==> src/rtl/sram_like_arbiter_pkg.sv <==
// sram_like_arbiter_pkg: shared bus widths, owner tags and size encodings
package sram_like_arbiter_pkg;
   localparam int ADDR_W = 32;
   localparam int DATA_W = 32;
   typedef enum logic {
      OWNER_INST = 1'b0,
      OWNER_DATA = 1'b1
   } owner_t;
   typedef enum logic [1:0] {
      SIZE_BYTE = 2'd0,
      SIZE_HALF = 2'd1,
      SIZE_WORD = 2'd2
   } size_t;
endpackage

==> src/rtl/sram_like_arbiter_if.sv <==
// sram_like_arbiter_if: one sram-like request/response channel
interface sram_like_arbiter_if;
   import sram_like_arbiter_pkg::*;
   logic              req;
   logic              wr;
   logic [1:0]        size;
   logic [ADDR_W-1:0] addr;
   logic [DATA_W-1:0] wdata;
   logic              addr_ok;
   logic              data_ok;
   logic [DATA_W-1:0] rdata;
   modport master (output req, wr, size, addr, wdata, input addr_ok, data_ok, rdata);
   modport slave  (input req, wr, size, addr, wdata, output addr_ok, data_ok, rdata);
endinterface

==> src/rtl/sram_like_arbiter_owner_fifo.sv <==
// sram_like_arbiter_owner_fifo: in-order owner tags of in-flight transactions
module sram_like_arbiter_owner_fifo
   import sram_like_arbiter_pkg::*;
#(
   parameter int DEPTH = 4,
   parameter int CNT_W = 3
) (
   input  logic   clk,
   input  logic   reset,
   input  logic   i_push,
   input  owner_t i_din,
   input  logic   i_pop,
   output owner_t o_dout,
   output logic   o_full,
   output logic   o_empty
);
   localparam int PTR_W = $clog2(DEPTH);
   owner_t           r_mem [DEPTH];
   logic [PTR_W-1:0] r_wptr;
   logic [PTR_W-1:0] r_rptr;
   logic [CNT_W-1:0] r_count;
   logic             w_push;
   logic             w_pop;
   assign o_full  = r_count == CNT_W'(DEPTH);
   assign o_empty = r_count == '0;
   assign o_dout  = r_mem[r_rptr];
   assign w_push  = i_push && !o_full;
   assign w_pop   = i_pop && !o_empty;
   // pointers wrap naturally because DEPTH is a power of two
   always_ff @(posedge clk) begin
      if (reset) begin
         r_wptr  <= '0;
         r_rptr  <= '0;
         r_count <= '0;
         for (int i = 0; i < DEPTH; i++) r_mem[i] <= OWNER_INST;
      end else begin
         if (w_push) r_mem[r_wptr] <= i_din;
         if (w_push) r_wptr <= r_wptr + PTR_W'(1);
         if (w_pop) r_rptr <= r_rptr + PTR_W'(1);
         r_count <= r_count + CNT_W'(w_push) - CNT_W'(w_pop);
      end
   end
endmodule

==> src/rtl/sram_like_arbiter.sv <==
// sram_like_arbiter: shares one sram-like port between inst and data requesters
module sram_like_arbiter
   import sram_like_arbiter_pkg::*;
#(
   parameter int MAX_OUTSTANDING = 4,
   parameter int CNT_W           = 3
) (
   input  logic                 clk,
   input  logic                 reset,
   sram_like_arbiter_if.slave   inst,
   sram_like_arbiter_if.slave   data,
   sram_like_arbiter_if.master  mem,
   output logic                 ovf_err
);
   logic   r_lock_valid;
   owner_t r_lock_owner;
   owner_t w_grant;
   owner_t w_head;
   logic   w_full;
   logic   w_empty;
   logic   w_mem_req;
   logic   w_hs;
   logic   w_pop;
   logic   w_is_data;
   // a stalled request keeps its owner so the presented bus cannot change
   always_comb begin
      w_grant   = r_lock_valid ? r_lock_owner : (data.req ? OWNER_DATA : OWNER_INST);
      w_is_data = w_grant == OWNER_DATA;
      w_mem_req = !w_full && (r_lock_valid || inst.req || data.req);
      w_hs      = w_mem_req && mem.addr_ok;
      w_pop     = mem.data_ok && !w_empty;
   end
   // bus mux toward the shared port and same-cycle response routing
   always_comb begin
      mem.req       = w_mem_req;
      mem.wr        = w_is_data ? data.wr : inst.wr;
      mem.size      = w_is_data ? data.size : inst.size;
      mem.addr      = w_is_data ? data.addr : inst.addr;
      mem.wdata     = w_is_data ? data.wdata : inst.wdata;
      inst.addr_ok  = w_hs && !w_is_data;
      data.addr_ok  = w_hs && w_is_data;
      inst.data_ok  = w_pop && (w_head == OWNER_INST);
      data.data_ok  = w_pop && (w_head == OWNER_DATA);
      inst.rdata    = mem.rdata;
      data.rdata    = mem.rdata;
   end
   // lock on a refused address phase, release on its handshake
   always_ff @(posedge clk) begin
      if (reset) begin
         r_lock_valid <= 1'b0;
         r_lock_owner <= OWNER_INST;
      end else if (w_mem_req && !mem.addr_ok) begin
         r_lock_valid <= 1'b1;
         r_lock_owner <= w_grant;
      end else if (w_hs) begin
         r_lock_valid <= 1'b0;
      end
   end
   // sticky error for a response with nothing outstanding
   always_ff @(posedge clk) begin
      if (reset) ovf_err <= 1'b0;
      else if (mem.data_ok && w_empty) ovf_err <= 1'b1;
   end
   sram_like_arbiter_owner_fifo #(
      .DEPTH (MAX_OUTSTANDING),
      .CNT_W (CNT_W)
   ) u_owner_fifo (
      .clk     (clk),
      .reset   (reset),
      .i_push  (w_hs),
      .i_din   (w_grant),
      .i_pop   (w_pop),
      .o_dout  (w_head),
      .o_full  (w_full),
      .o_empty (w_empty)
   );
endmodule
==> src/flat_wrapper.sv <==
// flat-port wrapper written by rule: the top's interface ports become plain ports
module sram_like_arbiter_flat import sram_like_arbiter_pkg::*;
#(
   parameter int MAX_OUTSTANDING = 4,
   parameter int CNT_W           = 3
)
  (clk, reset, ovf_err, inst_req, inst_wr, inst_size, inst_addr, inst_wdata, inst_addr_ok, inst_data_ok, inst_rdata, data_req, data_wr, data_size, data_addr, data_wdata, data_addr_ok, data_data_ok, data_rdata, mem_req, mem_wr, mem_size, mem_addr, mem_wdata, mem_addr_ok, mem_data_ok, mem_rdata);
  sram_like_arbiter_if inst_i ();
  sram_like_arbiter_if data_i ();
  sram_like_arbiter_if mem_i ();
  input  logic clk;
  input  logic reset;
  output logic ovf_err;
  input wire logic [$bits(inst_i.req)-1:0] inst_req;
  input wire logic [$bits(inst_i.wr)-1:0] inst_wr;
  input wire logic [$bits(inst_i.size)-1:0] inst_size;
  input wire logic [$bits(inst_i.addr)-1:0] inst_addr;
  input wire logic [$bits(inst_i.wdata)-1:0] inst_wdata;
  output wire logic [$bits(inst_i.addr_ok)-1:0] inst_addr_ok;
  output wire logic [$bits(inst_i.data_ok)-1:0] inst_data_ok;
  output wire logic [$bits(inst_i.rdata)-1:0] inst_rdata;
  input wire logic [$bits(data_i.req)-1:0] data_req;
  input wire logic [$bits(data_i.wr)-1:0] data_wr;
  input wire logic [$bits(data_i.size)-1:0] data_size;
  input wire logic [$bits(data_i.addr)-1:0] data_addr;
  input wire logic [$bits(data_i.wdata)-1:0] data_wdata;
  output wire logic [$bits(data_i.addr_ok)-1:0] data_addr_ok;
  output wire logic [$bits(data_i.data_ok)-1:0] data_data_ok;
  output wire logic [$bits(data_i.rdata)-1:0] data_rdata;
  output wire logic [$bits(mem_i.req)-1:0] mem_req;
  output wire logic [$bits(mem_i.wr)-1:0] mem_wr;
  output wire logic [$bits(mem_i.size)-1:0] mem_size;
  output wire logic [$bits(mem_i.addr)-1:0] mem_addr;
  output wire logic [$bits(mem_i.wdata)-1:0] mem_wdata;
  input wire logic [$bits(mem_i.addr_ok)-1:0] mem_addr_ok;
  input wire logic [$bits(mem_i.data_ok)-1:0] mem_data_ok;
  input wire logic [$bits(mem_i.rdata)-1:0] mem_rdata;
  assign inst_i.req = inst_req;
  assign inst_i.wr = inst_wr;
  assign inst_i.size = inst_size;
  assign inst_i.addr = inst_addr;
  assign inst_i.wdata = inst_wdata;
  assign inst_addr_ok = inst_i.addr_ok;
  assign inst_data_ok = inst_i.data_ok;
  assign inst_rdata = inst_i.rdata;
  assign data_i.req = data_req;
  assign data_i.wr = data_wr;
  assign data_i.size = data_size;
  assign data_i.addr = data_addr;
  assign data_i.wdata = data_wdata;
  assign data_addr_ok = data_i.addr_ok;
  assign data_data_ok = data_i.data_ok;
  assign data_rdata = data_i.rdata;
  assign mem_req = mem_i.req;
  assign mem_wr = mem_i.wr;
  assign mem_size = mem_i.size;
  assign mem_addr = mem_i.addr;
  assign mem_wdata = mem_i.wdata;
  assign mem_i.addr_ok = mem_addr_ok;
  assign mem_i.data_ok = mem_data_ok;
  assign mem_i.rdata = mem_rdata;
  sram_like_arbiter #(.MAX_OUTSTANDING(MAX_OUTSTANDING), .CNT_W(CNT_W)) u_core (.clk(clk), .reset(reset), .inst(inst_i), .data(data_i), .mem(mem_i), .ovf_err(ovf_err));
endmodule
==> config.mk <==
export PLATFORM = sky130hd
export DESIGN_NAME = sram_like_arbiter_flat
export DESIGN_NICKNAME = d
export VERILOG_FILES = /design/src/rtl/sram_like_arbiter_pkg.sv /design/src/rtl/sram_like_arbiter_if.sv /design/src/rtl/sram_like_arbiter_owner_fifo.sv /design/src/rtl/sram_like_arbiter.sv /design/src/flat_wrapper.sv
export SDC_FILE = /design/constraint.sdc
export NUM_CORES = 1
export LEC_CHECK = 0
export CORE_AREA = 3 3 119 121
export DETAILED_ROUTE_END_ITERATION = 12
export DIE_AREA = 0 0 122 124
export HOLD_SLACK_MARGIN = 0.15
export SLEW_MARGIN = 15
export SYNTH_ARGS = -nofsm -noshare
export SYNTH_HDL_FRONTEND = slang
export SYNTH_HIERARCHICAL = 1
export SYNTH_SLANG_ARGS = --single-unit
==> constraint.sdc <==
create_clock -name clk -period 4.65 [get_ports clk]
set_clock_uncertainty 0.2 [all_clocks]
set_input_delay 0.465 -clock clk [delete_from_list [all_inputs] [get_ports clk]]
set_output_delay 0.465 -clock clk [all_outputs]
set_load 0.005 [all_outputs]
* Word-level counts from Yosys, hierarchy flattened
Memory sizes are Yosys's and may differ from the RTL's. A register that Yosys moved wholly into a read port is not among the register bits. Index checks and enable logic that the tools add are counted.
Storage, ports and cells: register bits after elaboration 10, bits in writable memories 4, input bits 172, word-level logic and storage cells 51, memories kept 1
Operators by class: $add $sub $neg 4, equality and inequality tests 1, muxes and demuxes 18, bitwise logic cells 1, reductions and logical operators 20
Memories:
- u_core.u_owner_fifo.r_mem | depth 4, bits a word 1, read ports 1, clocked after memory_dff 1, wr ports 4, RTL line sram_like_arbiter_owner_fifo.sv:18 | owner_t r_mem [DEPTH];
Operators with widths (number):
- $mux 32 | 2
- $mux 1 | 12
- $logic_and 1x1->1 | 11
- $mux 2 | 4
- $add 2x1->2 const B | 2
- $logic_not 1->1 | 4
- $add 3x1->3 | 1
- $eq 3x3->1 const B | 1
- $logic_not 3->1 | 1
- $sub 3x1->3 | 1
- $logic_or 1x1->1 | 2
- $reduce_bool 2->1 | 1
- $not 1->1 | 1
- $reduce_or 1->1 | 1

* Depth between registers and ports, before layout
Gate-level depths: netlist (run 1).
depth after elaboration 10, gate-level depth with buffers 12, gate-level depth less buffers 12

* Hierarchy
Netlist (run 1), hierarchy kept.
Modules (own cells, without submodules):
- sram_like_arbiter | times used 1, cells each 161, area an instance 1524.0 µm²
- sram_like_arbiter_owner_fifo | times used 1, cells each 57, area an instance 610.6 µm²

* Worst setup path before layout (run 1)
No wires, ideal clock.
path type register to register, start point register u_core.u_owner_fifo.r_count[2], end point register u_core.u_owner_fifo.r_count[2], data arrival time 2.322 ns, slack 2.000 ns, stages on the path, launching flop included 13, path buffers 0, clock period less this slack 2.650 ns, path through dfxtp_1 > or3b_4 > inv_2 > nand2b_1 > nor2_1 > nand2_1 > ha_1 > inv_1 > ha_1 > fa_1 > xnor2_1 > xnor2_1 > nor2_1
Between the ends: cells in the longest elaborated chain, start to end 7
RTL lines:
- start: declaration | RTL line sram_like_arbiter_owner_fifo.sv:21 | logic [CNT_W-1:0] r_count;
- start signal: assignment | RTL line sram_like_arbiter_owner_fifo.sv:40 | r_count <= r_count + CNT_W'(w_push) - CNT_W'(w_pop);
- $eq 3x3->1 | RTL line sram_like_arbiter_owner_fifo.sv:24 | assign o_full = r_count == CNT_W'(DEPTH);
- via u_core.w_full | RTL line sram_like_arbiter.sv:19 | logic w_full;
- $logic_not 1->1 | RTL line sram_like_arbiter.sv:29 | w_mem_req = !w_full && (r_lock_valid || inst.req || data.req);
- $logic_and 1x1->1 | RTL line sram_like_arbiter.sv:29
- $logic_and 1x1->1 | RTL line sram_like_arbiter.sv:30 | w_hs = w_mem_req && mem.addr_ok;
- via u_core.w_hs | RTL line sram_like_arbiter.sv:22 | logic w_hs;
- $logic_and 1x1->1 | RTL line sram_like_arbiter_owner_fifo.sv:27 | assign w_push = i_push && !o_full;
- $add 3x1->3 | RTL line sram_like_arbiter_owner_fifo.sv:40
- $sub 3x1->3 | RTL line sram_like_arbiter_owner_fifo.sv:40
The timed path passes the listed nets, and every way through them passes these cells. A chain may end at the register's enable or synchronous reset.

* Final worst setup path (run 1)
start point input data_req, end point output mem_wdata[3]
Between the ends: cells in the longest elaborated chain, start to end 3
RTL lines:
- start: declaration | RTL line flat_wrapper.sv:22 | input wire logic [$bits(data_i.req)-1:0] data_req;
- $mux 1 (2 in series) | RTL line sram_like_arbiter.sv:27 | w_grant = r_lock_valid ? r_lock_owner : (data.req ? OWNER_DATA : OWNER_INST);
- $mux 32 | RTL line sram_like_arbiter.sv:39 | mem.wdata = w_is_data ? data.wdata : inst.wdata;
- end: declaration | RTL line flat_wrapper.sv:34 | output wire logic [$bits(mem_i.wdata)-1:0] mem_wdata;
Every way passes these cells.

==> results of run 1 <==
==> synth_stat cells (all sizes together) (4+ instances only) <==
library cell	n	area share
mux2	68	0.36
buf	64	0.23
dfxtp	12	0.11
clkbuf	8	0.047
inv	8	0.014
nor2	7	0.012
nand2b	5	0.015
nor3	5	0.014
a21oi	4	0.011
edfxtp	4	0.056
nor2b	4	0.012
or3	4	0.017
==> worst min-delay path, cell delays in order (launching register included) <==
cell	delay, ns
dfxtp_1	0.32
a21oi_1	0.04
nor2_1	0.07
==> through the flow <==
stage / std cells / total power [mW] / worst slack (ns)
global route: 540 / 1.03 / 1.15
floorplan: 218 / 0.492 / 2.00
global placement: 536 / 0.783 / 1.27
CTS: 540 / 0.983 / 1.19
finish: 541 / 0.965 / 1.26
detailed placement: 536 / 0.787 / 1.19
==> layout by cell type (no fill, tap or decap), types with 2 or more instances in the layout <==
master	count
a21oi_1	3
buf_4	2
clkbuf_16	3
clkdlybuf4s50_1	212
dfxtp_1	12
edfxtp_1	4
ha_1	2
inv_1	7
mux2_2	67
nand2_1	3
nand2b_1	5
nor2_1	7
nor2b_1	4
nor3_1	4
o21ai_0	2
o21bai_1	2
or3_4	2
xnor2_1	2
==> path summary, 6_finish.rpt <==
| kind | from | to | cells after the start |
|---|---|---|---|
| setup / recovery | data_req | mem_wdata[3] | 5 |
| hold / removal | u_core/ovf_err | u_core/ovf_err | 2 |
| setup reg to reg | u_core/u_owner_fifo/r_count[2] | u_core/u_owner_fifo/r_count[2] | 12 |
| hold reg to reg | u_core/ovf_err | u_core/ovf_err | 2 |
==> per-layer routing <==
metal  up-vias  track usage  share of wire
met5         -            0         0.0014
met4         2       0.0189         0.0028
met3         4       0.0867           0.16
met2       179        0.152           0.34
met1       930        0.212           0.50
li1        989            -              -
==> power by group through the flow <==
stage / Combinational (mW) / Sequential [mW] / Clock [mW]
finish: 0.590 / 0.191 / 0.184
global route: 0.636 / 0.195 / 0.199
CTS: 0.602 / 0.191 / 0.190
detailed placement: 0.593 / 0.194 / 0
global placement: 0.590 / 0.193 / 0
floorplan: 0.302 / 0.189 / 0
==> cells by family (layout without fill, tap and decap cells) <==
family                   Yosys count  in the layout  share of synthesized area
multiplexers                      69             69                      0.371
adder cells (fa/ha/maj)            3              3                     0.0211
AO/OA/AOI/OAI                     14             14                     0.0469
AND/OR/NAND/NOR                   33             33                     0.0938
flip-flops                        16             16                      0.169
other                              0              1                          0
buffers and inverters             80            226                      0.286
XOR/XNOR                           3              3                     0.0123
==> cell type report <==
type / count / area [um2]
multi-input cells: 122 / 1160
repair buffers: 214 / 2140
inverters: 8 / 30.0
diodes: 1 / 2.50
flip-flops and latches: 16 / 360
well taps: 176 / 220
fillers: 1370 / 9190
clock buffers: 4 / 88.8
==> reports/qor.yml, run 1 <==
clocking:
  cts.sinks: 16
  worstSkewPairLatency_ns: 0.24
  cts_buffer_depth: 2
  cts_resized: 0
  cts_tree: "yes"
  cts_buffers: 3
  cts_setup_buffers: 0
  cts_max_level: 1
  ctsRootBufferMaster: "clkbuf_16"
  clkTransAtPathRegs_ns: 0.05
  cts_hold_buf: 0
timing:
  hold_viol: 0
  worst_slew_pin_slew_ns: 0.669
  whs_ns: 0.267
  fin_crit_sh: 0.729
  maxSlewViolCount: 0
  setup_tns_ns: 0
  rsz0062_at_grt: "no"
  timing.final.crit_period_ns: 3.39
  slew_headroom: 0.554
  finalSetupViolCount: 0
  max_freq_mhz: 295
synth:
  ys_ff_latch: 16
  synthArstFlopShare: 0
  synth-warning-count: 6
  synth_nets: 393
  ys.flop_type: "dfxtp_1"
  synth_edf_count: 4
  syn-cell-area_um2: 2130
  syn_inst: 218
  avgSynthCellArea_um2: 9.79
  ys_seq_area_frac: 0.169
  synth_cell_types: 38
placed_design:
  hpwlAfterDp_um: 10100
  gp_congestion: 0.668
  placed_area_um2: 3910
  port-buffer-count: 212
die:
  boundaryPins: 309
  die_area_um2: 15100
  die_height_um: 124
  start_util: 0.162
  die_x_um: 122
  placementRows: 42
  core_area_um2: 13200
power_and_ir_drop:
  pwr-share-clk: 0.191
  power.switching_mw: 0.282
  pwr-share-comb: 0.611
  seq_power_share: 0.198
  p_leak_nw: 1.47
  power.internal_mw: 0.683
  p_per_area_nw_per_um2: 241
  ir_drop_v: 0.000194
  p_sw_frac: 0.292
critical_path:
  cp_common_cell: "clkdlybuf4s50_1"
  cp_num_buf_inv: 3
  worstPathCellList: "clkdlybuf4s50_1, mux2_4, buf_4, mux2_2, clkdlybuf4s50_1"
  arrival_ns: 2.72
  cpMaxStageDelayCell: "mux2_4"
  cp_slowest_stage_delay_ns: 0.59
  start_kind: "primary input"
  cp.required_ns: 3.98
  critPathCaptureType: "primary output"
  critPathKind: "primary input to primary output"
  path_delay_family: "buffers and inverters"
  crit_fanout: 50
  reg2reg_slack_ns: 1.69
final_layout:
  nets: 540
  post-route-util: 0.303
  drive_gt1_frac: 0.228
  final_cell_area_um2: 4000
  syn2layout_area_growth_pct: 87.5
run:
  cap_violations: 0
global_routing:
  antenna_found_initial: 1
  track_usage: 0.137
  overflow: 0
  grt_max_degree: 51
  grt_first_pass_wirelength_um: 14600
  grt_pass1_vias: 2125
worst_hold_path:
  hp-class: "flop to flop"
detailed_routing:
  drt_iter0_drc: 58
  routed_via_density: 3.89
  wl_per_cell_um: 21.4
  drt_wl_total_um: 11600
  first_pass_iters: 4
  vias: 2104
  drc: 0
  final_antenna_net_count: 0
run_status:
  status: "completed"
Note: power is estimated with default switching activity, not from simulation.
==> run 2: changes to the inputs <==
Settings changed: CORE_AREA 3 3 119 121 to 3 3 120 122, DIE_AREA 0 0 122 124 to 0 0 123 125.
Clock period 4.65 ns to 3.15 ns, I/O delays scaled along.
==> run 2 against run 1 <==
  * Sequential cell count unchanged
  * Sequential power rose by 48%
  * Worst hold slack improved by 0.0089 ns
  * Routed wire length fell by 33%
  * Non-clock buffer count grew 1
  * Global-route usage is 4.5 points lower
  * Sequential share of layout area barely moved
  * Via count shrank 3.4%
  * Final cell count stayed put
  * Combinational power grew 43%
  * Power is 42% higher
==> reports/qor.yml, run 2 (same netlist as run 1, synthesis figures left out) <==
global_routing:
  grt_pass1_vias: 2107
  antenna_found_initial: 0
  grt_max_degree: 29
  track_usage: 0.0917
  overflow: 0
  grt_first_pass_wirelength_um: 11300
die:
  core_area_um2: 13300
  die_height_um: 125
  placementRows: 42
  boundaryPins: 309
  die_x_um: 123
  die_area_um2: 15400
  start_util: 0.161
timing:
  fin_crit_sh: 0.901
  setup_tns_ns: 0
  hold_viol: 0
  max_freq_mhz: 352
  timing.final.crit_period_ns: 2.84
  worst_slack_ns: 0.312
  slew_headroom: 0.625
  finalSetupViolCount: 0
  worst_slew_pin_slew_ns: 0.561
  maxSlewViolCount: 0
  rsz0062_at_grt: "no"
power_and_ir_drop:
  ir_drop_v: 0.000239
  p_leak_nw: 1.47
  p_per_area_nw_per_um2: 340
run:
  cap_violations: 0
final_layout:
  diodes: 0
  drive_gt1_frac: 0.227
  nets: 541
  layout_commonest_cell: "clkdlybuf4s50_1"
  fin_cells: 541
  final_cell_mix: "clkdlybuf4s50_1 (212), mux2_2 (67), dfxtp_1 (12)"
  syn2layout_area_growth_pct: 88.5
  post-route-util: 0.303
clocking:
  cts_buffer_depth: 2
  worstSkewPairLatency_ns: 0.25
  ctsRootBufferMaster: "clkbuf_16"
  cts_hold_buf: 0
  cts.sinks: 16
  cts_setup_buffers: 0
  cts_resized: 0
  cts_max_level: 1
  cts_tree: "yes"
  clkTransAtPathRegs_ns: 0.05
  cts_buffers: 3
critical_path:
  reg2reg_depth: 12
  critPathCaptureType: "flop"
  crit_fanout: 10
  critPathKind: "flop to flop"
  arrival_ns: 2.75
  start_kind: "flop"
  cp.required_ns: 3.06
detailed_routing:
  drc: 0
  routed_via_density: 3.76
  vias: 2032
  final_antenna_net_count: 0
  drt_iter0_drc: 22
  drt_wl_total_um: 7750
  first_pass_iters: 4
  wl_per_cell_um: 14.3
placed_design:
  placedCellCount: 537
  port-buffer-count: 212
  gp_congestion: 0.745
  hpwlAfterDp_um: 6630
  dp_slack_ns: 0.183
run_status:
  status: "completed"
worst_hold_path:
  hp-class: "flop to flop"
  hold_depth: 2
[run 2: cell count changes in the layout (fill, tap and decap cells not counted)]
cell,delta
clkbuf_8,-1
clkinv_1,+1
buf_4,-1
diode_2,-1
buf_12,+2
[run 2: metrics by stage]
stage | cell area [um2] | power [mW] | hold slack (ns)
after floorplan | 2130 | 0.726 | 0.187
after global placement | 3940 | 1.13 | 0.254
after detailed placement | 3940 | 1.14 | 0.276
after CTS | 4020 | 1.39 | 0.287
after global routing | 4020 | 1.47 | 0.309
final | 4020 | 1.37 | 0.276
[run 2: path summary, 6_finish.rpt]
kind	slack (ns)	startpoint	endpoint
max	0.31	u_core/u_owner_fifo/r_count[2]	u_core/u_owner_fifo/r_count[2]
min	0.28	u_core/ovf_err	u_core/ovf_err
max reg2reg	0.31	u_core/u_owner_fifo/r_count[2]	u_core/u_owner_fifo/r_count[2]
min reg2reg	0.28	u_core/ovf_err	u_core/ovf_err
[run 2: where the power goes]
group | internal [mW] | total, mW | switching [mW] | leakage, nW
logic | 0.575 | 0.842 | 0.267 | 1.30
clock network | 0.168 | 0.244 | 0.0762 | 0.0385
registers | 0.252 | 0.282 | 0.0306 | 0.140
[run 2: worst max-delay path, stage by stage (launching register included)]
cell and delay, ns:
dfxtp_1 0.33, or3b_4 0.26, inv_2 0.07, nand2b_1 0.19, nor2_1 0.22, nand2_1 0.15, ha_1 0.30, inv_1 0.04
ha_1 0.18, fa_1 0.41, xnor2_1 0.18, xnor2_1 0.14, nor2_1 0.05
[run 2: layout make-up]
cell class              instances  area, um2
clock buffers                   3       75.1
clock inverters                 1       3.75
fillers                      1360       9270
inverters                       8       30.0
multi-input cells             122       1160
flip-flops and latches         16        360
well taps                     176        220
repair buffers                215       2170
[run 2: metal layers]
metal  up-vias  GRT usage  routed length [um]
li1        983          -                   -
met1       886      0.107                2820
met2       156      0.147                3590
met3         7     0.0515                1280
met4         0     0.0169                  61
met5         -    0.00987                   0
